<file path="src/rtl/stream_pump_split.sv">
// Slow-to-fast narrowing adapter: each slow-domain word is split into two half-width
// words on the clk2x stream, low half first, through a 4-entry half-word FIFO.
module stream_pump_split #(
    parameter int WIDTH = 16,
    localparam int HALF = (WIDTH + 1) / 2,
    localparam int SW   = ((WIDTH + 7) / 8) * 8,
    localparam int FW   = ((HALF + 7) / 8) * 8
) (
    input  logic          clk2x,
    input  logic          rst,
    output logic          s_axis_tready,
    input  logic          s_axis_tvalid,
    input  logic [SW-1:0] s_axis_tdata,
    input  logic          m_axis_tready,
    output logic          m_axis_tvalid,
    output logic [FW-1:0] m_axis_tdata
);
    localparam int DEPTH = 4;

    logic                       active_reg, active_next;
    logic [2:0]                 cnt_reg, cnt_next, cnt_popped;
    logic                       ready_reg, ready_next;
    logic [DEPTH-1:0][HALF-1:0] buf_reg, buf_next;
    logic [HALF-1:0]            lo_half, hi_half;
    logic                       pop, acc;
    logic                       unused_pad;

    assign unused_pad = ^{1'b0, s_axis_tdata};

    assign pop        = (cnt_reg != 3'd0) && m_axis_tready;
    assign acc        = active_reg && s_axis_tvalid && ready_reg;
    assign cnt_popped = cnt_reg - {2'b00, pop};
    assign cnt_next   = cnt_popped + (acc ? 3'd2 : 3'd0);
    assign active_next = ~active_reg;
    // Ready is only re-evaluated at slow edges so it stays flat across a slow cycle.
    assign ready_next = active_reg ? (cnt_next <= 3'd2) : ready_reg;

    always_comb begin
        lo_half = s_axis_tdata[HALF-1:0];
        hi_half = '0;
        hi_half[WIDTH-HALF-1:0] = s_axis_tdata[WIDTH-1:HALF];
    end

    // Per slot: shift down on pop, then the new pair lands just above the survivors.
    generate
        for (genvar gi = 0; gi < DEPTH; gi++) begin : g_slot
            logic [HALF-1:0] shifted;
            if (gi < DEPTH - 1) begin : g_mid
                assign shifted = pop ? buf_reg[gi+1] : buf_reg[gi];
            end else begin : g_top
                assign shifted = pop ? '0 : buf_reg[gi];
            end
            assign buf_next[gi] = (acc && (cnt_popped == 3'(gi)))          ? lo_half :
                                  (acc && ((cnt_popped + 3'd1) == 3'(gi))) ? hi_half :
                                  shifted;
        end
    endgenerate

    always_ff @(posedge clk2x) begin
        if (rst) begin
            active_reg <= 1'b0;
            cnt_reg    <= 3'd0;
            ready_reg  <= 1'b0;
            buf_reg    <= '0;
        end else begin
            active_reg <= active_next;
            cnt_reg    <= cnt_next;
            ready_reg  <= ready_next;
            buf_reg    <= buf_next;
        end
    end

    assign s_axis_tready = ready_reg;
    assign m_axis_tvalid = (cnt_reg != 3'd0);

    always_comb begin
        m_axis_tdata = '0;
        if (m_axis_tvalid) begin
            m_axis_tdata[HALF-1:0] = buf_reg[0];
        end
    end
endmodule

</file>
<file path="config.mk">
export PLATFORM = sky130hd
export DESIGN_NAME = stream_pump_split
export DESIGN_NICKNAME = d
export VERILOG_FILES = /design/src/rtl/stream_pump_split.sv
export SDC_FILE = /design/constraint.sdc
export NUM_CORES = 1
export LEC_CHECK = 0
export CAP_MARGIN = 20
export CORE_ASPECT_RATIO = 1.5
export CORE_MARGIN = 4
export CORE_UTILIZATION = 50
export DETAILED_ROUTE_END_ITERATION = 16
export HOLD_SLACK_MARGIN = 0.02
export PLACE_DENSITY = 0.74
export SYNTH_ARGS = -nofsm -noshare
export SYNTH_HDL_FRONTEND = slang
export SYNTH_SLANG_ARGS = --single-unit
</file>
<file path="constraint.sdc">
create_clock -name clk2x -period 3.59 [get_ports clk2x]
set_clock_uncertainty 0.2 [all_clocks]
set_input_delay 0.5385 -clock clk2x [delete_from_list [all_inputs] [get_ports clk2x]]
set_output_delay 0.5385 -clock clk2x [all_outputs]
set_load 0.02 [all_outputs]
</file>
# Word-level counts from Yosys, hierarchy flattened
# Index checks and enable logic that the tools add are counted.
dict set report classes {
  n_eq_ne 6
  n_lt_le_gt_ge 1
  bitwise_logic 1
  addsub 3
  mux 14
  n_reduce_logical 18
}
# operator count
set ops {}
lappend ops {{two-way mux 8 bit} 13}
lappend ops {{nonzero test 3 bit} 5}
lappend ops {{== test 3 x 2 -> 1 bit, second input constant} 4}
lappend ops {{logical AND 1 bit} 11}
lappend ops {{== test 3 x 1 -> 1 bit, second input constant} 2}
lappend ops {{zero test 3 bit} 2}
lappend ops {{adder 3 x 1 -> 3 bit, second input constant} 1}
lappend ops {{adder 3 x 2 -> 3 bit} 1}
lappend ops {{<= comparator 3 x 2 -> 1 bit, second input constant} 1}
lappend ops {{subtractor 3 x 1 -> 3 bit} 1}
lappend ops {{two-way mux 2 bit} 1}
lappend ops {{NOT 1 bit} 1}
dict set report totals {
  output_inout_bits 10
  reg_bits 37
  word_cells 50
  inputBits 20
}

# Depth between registers and ports, before layout
# Gate-level depths: netlist of the first run.
dict set report depth {
  ltp_word 8
  mapped_depth 12
  depth_no_buf 10
}

# Worst setup path before layout of the first run
# No wires, ideal clock.
dict set report synth_timing {
  path_kind {flip-flop to flip-flop}
  from {register cnt_reg[1]}
  to {register buf_reg[13] (netlist bit)}
  path_slack_ns 0.404
  synth_period_minus_slack_ns 3.186
  path_buffers 2
  stages_incl_launch_ff 13
  setup_ns 0.117
  required_time_ns 3.273
  t_arrival_ns 2.868
  cell_sequence {dfxtp_1 -> o31ai_2 -> inv_1 -> ha_1 -> ha_1 -> nor2_2 -> ha_1 -> and4_1 -> buf_4 -> clkbuf_1 -> and3_1 -> a211o_1 -> a32o_1}
}
dict set report synth_via {
  elab_chain_cells 8
  word_cells_on_any_way 11
  cone_classes {add/sub: 2; eq/ne: 2; mux: 2; reduce/logical: 5}
}
# item line_no
set synth_rtl {}
lappend synth_rtl {{start, declared} 21} ;# logic [2:0] cnt_reg, cnt_next, cnt_popped;
lappend synth_rtl {{start signal, assigned} 67} ;# cnt_reg <= cnt_next;
lappend synth_rtl {{nonzero test 3 bit} 30} ;# assign pop = (cnt_reg != 3'd0) && m_axis_tready;
lappend synth_rtl {{logical AND 1 bit} 30}
lappend synth_rtl {{subtractor 3 x 1 -> 3 bit} 32} ;# assign cnt_popped = cnt_reg - {2'b00, pop};
lappend synth_rtl {{adder 3 x 1 -> 3 bit} 54} ;# (acc && ((cnt_popped + 3'd1) == 3'(gi))) ? hi_half :
lappend synth_rtl {{== test 3 x 1 -> 1 bit} 54}
lappend synth_rtl {{logical AND 1 bit} 54}
lappend synth_rtl {{two-way mux 8 bit} 54}
lappend synth_rtl {{two-way mux 8 bit} 53} ;# assign buf_next[gi] = (acc && (cnt_popped == 3'(gi))) ? lo_half :
lappend synth_rtl {{end signal, assigned} 69} ;# buf_reg <= buf_next;
lappend synth_rtl {{end, declared} 23} ;# logic [DEPTH-1:0][HALF-1:0] buf_reg, buf_next;
# Parallel ways exist; a longest one is shown, timed or not.
# A chain may end at the register's enable or synchronous reset.

# Final worst setup path of the first run
dict set report layout_timing {
  from {input port m_axis_tready}
  to {register buf_reg[29] (netlist bit)}
}
dict set report layout_via {
  elab_chain_cells 7
  word_cells_on_any_way 10
  cone_classes {add/sub: 2; eq/ne: 2; mux: 2; reduce/logical: 4}
}
# item line_no
set layout_rtl {}
lappend layout_rtl {{start, declared} 14} ;# input logic m_axis_tready,
lappend layout_rtl {{logical AND 1 bit *} 30}
lappend layout_rtl {{subtractor 3 x 1 -> 3 bit} 32}
lappend layout_rtl {{adder 3 x 1 -> 3 bit} 54}
lappend layout_rtl {{== test 3 x 2 -> 1 bit} 54}
lappend layout_rtl {{logical AND 1 bit} 54}
lappend layout_rtl {{two-way mux 8 bit} 54}
lappend layout_rtl {{two-way mux 8 bit} 53}
# Every way passes the cells marked *; elsewhere a longest branch is shown, timed or not.

==> flow_summary.toml, run 1 <==
[outcome]
outcome = "completed"

[timing]
setup_viol = 0
worst_pin_slew_ns = 0.603
post-route-period-util_pct = 89.4
slew_headroom_pct = 59.8
tns_ns = 0
rsz0062_at_grt = "false"
setup_slack_ns = 0.380
period_needed_ns = 3.21
drv_slew = 0
hold_viol_final = 0
max_freq_mhz = 312

[clocking]
ctsResizeCount = 0
insertion_delay_ns = 0.29
cts.path.max_buffers = 2
cts_root_buf = "clkbuf_8"
post_cts_buffers = 0
numCtsBuffers = 5
clkSlewWorstSetupHoldPaths_ns = 0.07
cts.htree.levels = 2
holdBufCountCts = 0
clkSinkCount = 37
tritoncts = "built"

[yosys]
synth_top_area_share_pct = 34.1
synth_seq_cells = 37
seq_area_frac_synth_pct = 34.1
synth_top_cell_by_area = "dfxtp_1"
syn-cell-area_mm2 = 0.00217
syn_area_per_cell_um2 = 9.52
ys_types = 31
synthCells = 228
syn-num-nets = 252
yosys_warnings = 0
synth.top_cells.by_area = "dfxtp_1 (34%), a32o_1 (11%), a211o_1 (9.7%)"

[routing]
viasPerCell = 6.14
final_antenna_net_count = 0
drc = 0
vias = 1910
wl_per_cell_um = 17.2
drt_wl_total_mm = 5.33
firstDrtPassIters = 4
dr.first_iter.drc_count = 80

[global_route]
grt_usage_pct = 20.7
grt_max_degree = 18
grt.overflow.total = 0
met2_usage_pct = 34.4
grt_pass1_wl_mm = 8.61
antenna_found_initial = 0
first_global_vias = 1836
grt_use_met1_pct = 26.1
grt_util_met3_pct = 3.21
gr-max-usage-layer = "met2"

[power_and_ir_drop]
total_leakage_power_uw = 0.00122
power.density_mw_per_mm2 = 553
finalPower_uw = 1450
ir_worst_vdd_mv = 0.531

[floorplan]
start_util_pct = 51.6
num_io_pins = 30
rows = 29
fp.dieArea_mm2 = 0.00548
core_area_mm2 = 0.00421
chipWidth_um = 61.8
die_y_um = 88.7

[job]
cap_violations = 0

[setup_path]
slowest_delay_ns = 0.41
cpMostUsedCell = "ha_1"
start_kind = "input pin"
path_class = "input pin to flip-flop"
crit_family = "buffers and inverters"
worstPathCellList = "clkdlybuf4s50_1 > o31ai_2 > inv_1 > ha_1 > ha_1 > nor2_2 > ha_1 > and4_1 > buf_4 > and2_0 > buf_4 > a221oi_1 > nor3_1"
cp_slowest_cell = "clkdlybuf4s50_1"
path_buf_inv = 4
cp_data_required_time_ns = 3.56
cp_max_fo = 8
crit_arrival_ns = 3.18
end_kind = "flip-flop"

[finish]
final_common_cell = "dfxtp_1"
final_cell_mix = "dfxtp_1 (37), clkdlybuf4s50_1 (29), and3_1 (28)"
fillers = 372
layoutNonFillerInstCount = 311
num-nets-final = 289
largest_reg_flops = 32
drive_gt1_share_pct = 12.8
syn_to_final_growth_pct = 20.9
num_antenna_cells = 0

[placement]
gp_congestion = 0.835
dpl.cell_count = 304
hpwlAfterDp_mm = 3.97
io_buffers = 29
pre_cts_ws_ns = 0.107

[hold_path]
hold_path.class = "flip-flop to flip-flop"
==> cell type report <==
| class | count | area (um^2) | share of cell area (%) |
|---|---|---|---|
| tap | 46 | 57.6 | 2.19 |
| multi-input combinational | 170 | 1300 | 49.5 |
| inverter | 5 | 18.8 | 0.715 |
| sequential | 37 | 741 | 28.2 |
| timing repair buffer | 46 | 418 | 15.9 |
| clock inverter | 1 | 7.51 | 0.286 |
| clock buffer | 6 | 82.6 | 3.15 |
==> report_power, final <==
group | switching [uW] | internal [uW] | leakage [uW] | total (uW)
registers | 22.7 | 437 | 0.000299 | 459
clock network | 146 | 152 | 0.0000433 | 297
logic | 399 | 296 | 0.000876 | 695
==> worst reg2reg max path: cells and delay by family, from the launching register on <==
kind,cells,cell delay (ns)
buffers and inverters,3,0.46
AOI/OAI and AO/OA,2,0.60
DFF,1,0.33
adders and majority gates,3,0.73
and+or+nand+nor,4,0.62
==> synth_stat cells, drive strengths merged <==
library cell / n
a211o: 24
a21oi: 2
a221oi: 8
a31oi: 3
a32o: 24
and2: 3
and3: 28
and4: 1
buf: 11
clkbuf: 5
dfxtp: 37
ha: 4
inv: 5
nand2: 4
nand2b: 6
nand3: 4
nor2: 12
nor2b: 11
nor3: 9
nor3b: 3
o31ai: 1
or2b: 21
xnor2: 1
xor2: 1
==> final timing paths <==
check | to | startpoint | cells after the start | slack [ns]
max | buf_reg[29] | m_axis_tready | 13 | 0.38
min | buf_reg[1] | buf_reg[1] | 1 | 0.26
max reg2reg | buf_reg[29] | cnt_reg[1] | 12 | 0.51
min reg2reg | buf_reg[1] | buf_reg[1] | 1 | 0.26
==> routing by layer <==
metal	wire length (um)	up-vias
li1	-	940
met1	2350	920
met2	2670	45
met3	243	5
met4	66	0
met5	0	-
==> per-stage QoR <==
| step | util, % | cell area [um^2] | hold WS [ns] |
|---|---|---|---|
| 2_1_floorplan | - | 2170 | 0.226 |
| 3_3_place_gp | 60.2 | 2530 | 0.240 |
| 3_5_place_dp | 60.2 | 2530 | 0.247 |
| 4_1_cts | 62.3 | 2620 | 0.264 |
| 5_1_grt | 62.3 | 2620 | 0.277 |
| 6_report | 62.3 | 2620 | 0.261 |
==> cells by family after synthesis <==
kind of cell | Yosys count | share of synthesized area (%)
AOI/OAI and AO/OA | 62 | 26.1
and+or+nand+nor | 102 | 30.3
DFF | 37 | 34.1
adders and majority gates | 4 | 2.31
xor gates and xnor gates | 2 | 1.15
buffers and inverters | 21 | 6.05
(Power assumes the default switching activity.)
==> inputs of run 2 (changes only) <==
Settings changed: CORE_UTILIZATION 50 to 49, PLACE_DENSITY 0.74 to 0.75.
Clock period 3.59 ns to 2.9 ns, I/O delays scaled along.
==> run 2 against run 1 <==
Sequential cell count unchanged. Wire length decreased by 1.1%. Core utilization increased by 4.0 points. Clock power increased by 52%. Sequential power increased by 24%. Hold slack improved by 0.0019 ns. Worst setup slack got worse by 0.25 ns. Highest routed layer unchanged. Global-route usage decreased by 0.55 points. Combinational power increased by 47%. Register-to-register slack got worse by 0.38 ns. First-iteration DRC count decreased by 46%.
==> flow_summary.toml, run 2 (synthesis gave the netlist of run 1 again) <==
[global_route]
grt_usage_pct = 20.2
antenna_found_initial = 0
first_global_vias = 1984
grt_pass1_wl_mm = 9.09
grt_max_degree = 18
grt.overflow.total = 0

[placement]
gp_congestion = 0.828
dpl.cell_count = 316
hpwlAfterDp_mm = 4.10
dpl_cell_area_mm2 = 0.00267
io_buffers = 29

[clocking]
holdBufCountCts = 0
numCtsBuffers = 5
tritoncts = "built"
insertion_delay_ns = 0.29
cts_root_buf = "clkbuf_8"
clkSlewWorstSetupHoldPaths_ns = 0.08
cts.path.max_buffers = 2
clkSinkCount = 37
cts.htree.levels = 2

[floorplan]
chipWidth_um = 62.3
die_y_um = 89.5
core_area_mm2 = 0.00425
num_io_pins = 30
fp.dieArea_mm2 = 0.00558
rows = 29
start_util_pct = 51.1

[setup_path]
start_kind = "flip-flop"
crit_arrival_ns = 2.76
r2r_slack_ns = 0.13
r2r-end = "buf_reg[23]"
cp_data_required_time_ns = 2.89
cp_max_fo = 7
reg2reg_depth = 11
path_class = "flip-flop to flip-flop"
end_kind = "flip-flop"
r2r_start = "cnt_reg[0]"

[routing]
firstDrtPassIters = 4
viasPerCell = 6.10
drt_wl_total_mm = 5.28
wl_per_cell_um = 16.3
drc = 0
final_antenna_net_count = 0
vias = 1976
dr.first_iter.drc_count = 43

[timing]
worst_pin_slew_ns = 0.465
tns_ns = 0
setup_viol = 0
max_freq_mhz = 361
drv_slew = 0
rsz0062_at_grt = "false"
hold_viol_final = 0
period_needed_ns = 2.77
slew_headroom_pct = 69.0
post-route-period-util_pct = 95.5

[finish]
finalInstanceArea_mm2 = 0.00282
syn_to_final_growth_pct = 29.7
largest_reg_flops = 32
drive_gt1_share_pct = 20.9
final_common_cell = "dfxtp_1"
layoutNonFillerInstCount = 324
fillers = 367
num-nets-final = 301
final_cell_mix = "dfxtp_1 (35), clkdlybuf4s50_1 (28), buf_4 (28)"
num_antenna_cells = 0

[outcome]
outcome = "completed"

[hold_path]
hold_path.class = "flip-flop to flip-flop"
hold_start = "buf_reg[3]"
hold_depth = 1
min_to = "buf_reg[3]"

[power_and_ir_drop]
power.density_mw_per_mm2 = 724
total_leakage_power_uw = 0.00132
ir_worst_vdd_mv = 0.726

[job]
cap_violations = 0
[run 2: through the flow]
step	setup slack [ns]	hold WS, ns	power [uW]	util [%]
finish	0.131	0.263	2040	66.3
global route	0.0176	0.274	2160	66.3
floorplan	-0.0325	0.226	1170	-
CTS	0.0000917	0.266	2040	65.6
detailed placement	-0.399	0.248	1580	62.8
global placement	-0.363	0.240	1580	62.8
[run 2: worst max path at each step]
stage | from | end | slack, ns | depth (start not counted)
floorplan | cnt_reg[0] | buf_reg[6] | -0.03 | 12
global placement | m_axis_tready | buf_reg[5] | -0.36 | 12
detailed placement | m_axis_tready | buf_reg[23] | -0.40 | 11
CTS | m_axis_tready | buf_reg[12] | 0.00009 | 12
global route | cnt_reg[0] | buf_reg[30] | 0.02 | 10
finish | cnt_reg[0] | buf_reg[23] | 0.13 | 11
[run 2: repair_timing]
action	CTS	global route
buffers inserted	0	0
resized for setup	2	9
pin swaps	0	0
endpoints found under the setup margin	32	32
[run 2: routing by layer]
| layer | up-vias | wire, um | global-route usage [%] |
|---|---|---|---|
| met1 | 958 | 2220 | 21.5 |
| met2 | 34 | 2780 | 38.5 |
| met3 | 10 | 168 | 3.90 |
| met4 | 0 | 108 | 8.69 |
| met5 | - | 0 | 0 |
| li1 | 974 | - | - |
[run 2: report_power, final]
part	switching [uW]	internal (uW)
Combinational	537	481
Sequential	26.2	544
Clock	195	257
Total	758	1280
[run 2: final cells by class]
class	instances	area [um^2]	share of cell area, %
inverters	5	18.8	0.666
repair buffers	58	514	18.3
well taps	46	57.6	2.04
multi-input cells	170	1370	48.6
flip-flops and latches	37	743	26.4
clock inverters	3	46.3	1.64
clock buffers	5	68.8	2.44
[run 2: critical path: stages, from the launching register on]
cell and delay, ns:
dfxtp_2 0.34, o31ai_4 0.26, inv_2 0.07, ha_2 0.19, ha_4 0.17, xnor2_4 0.12
ha_1 0.30, and4_4 0.22, buf_4 0.16, and3_1 0.16, a211o_1 0.24, a32o_1 0.25
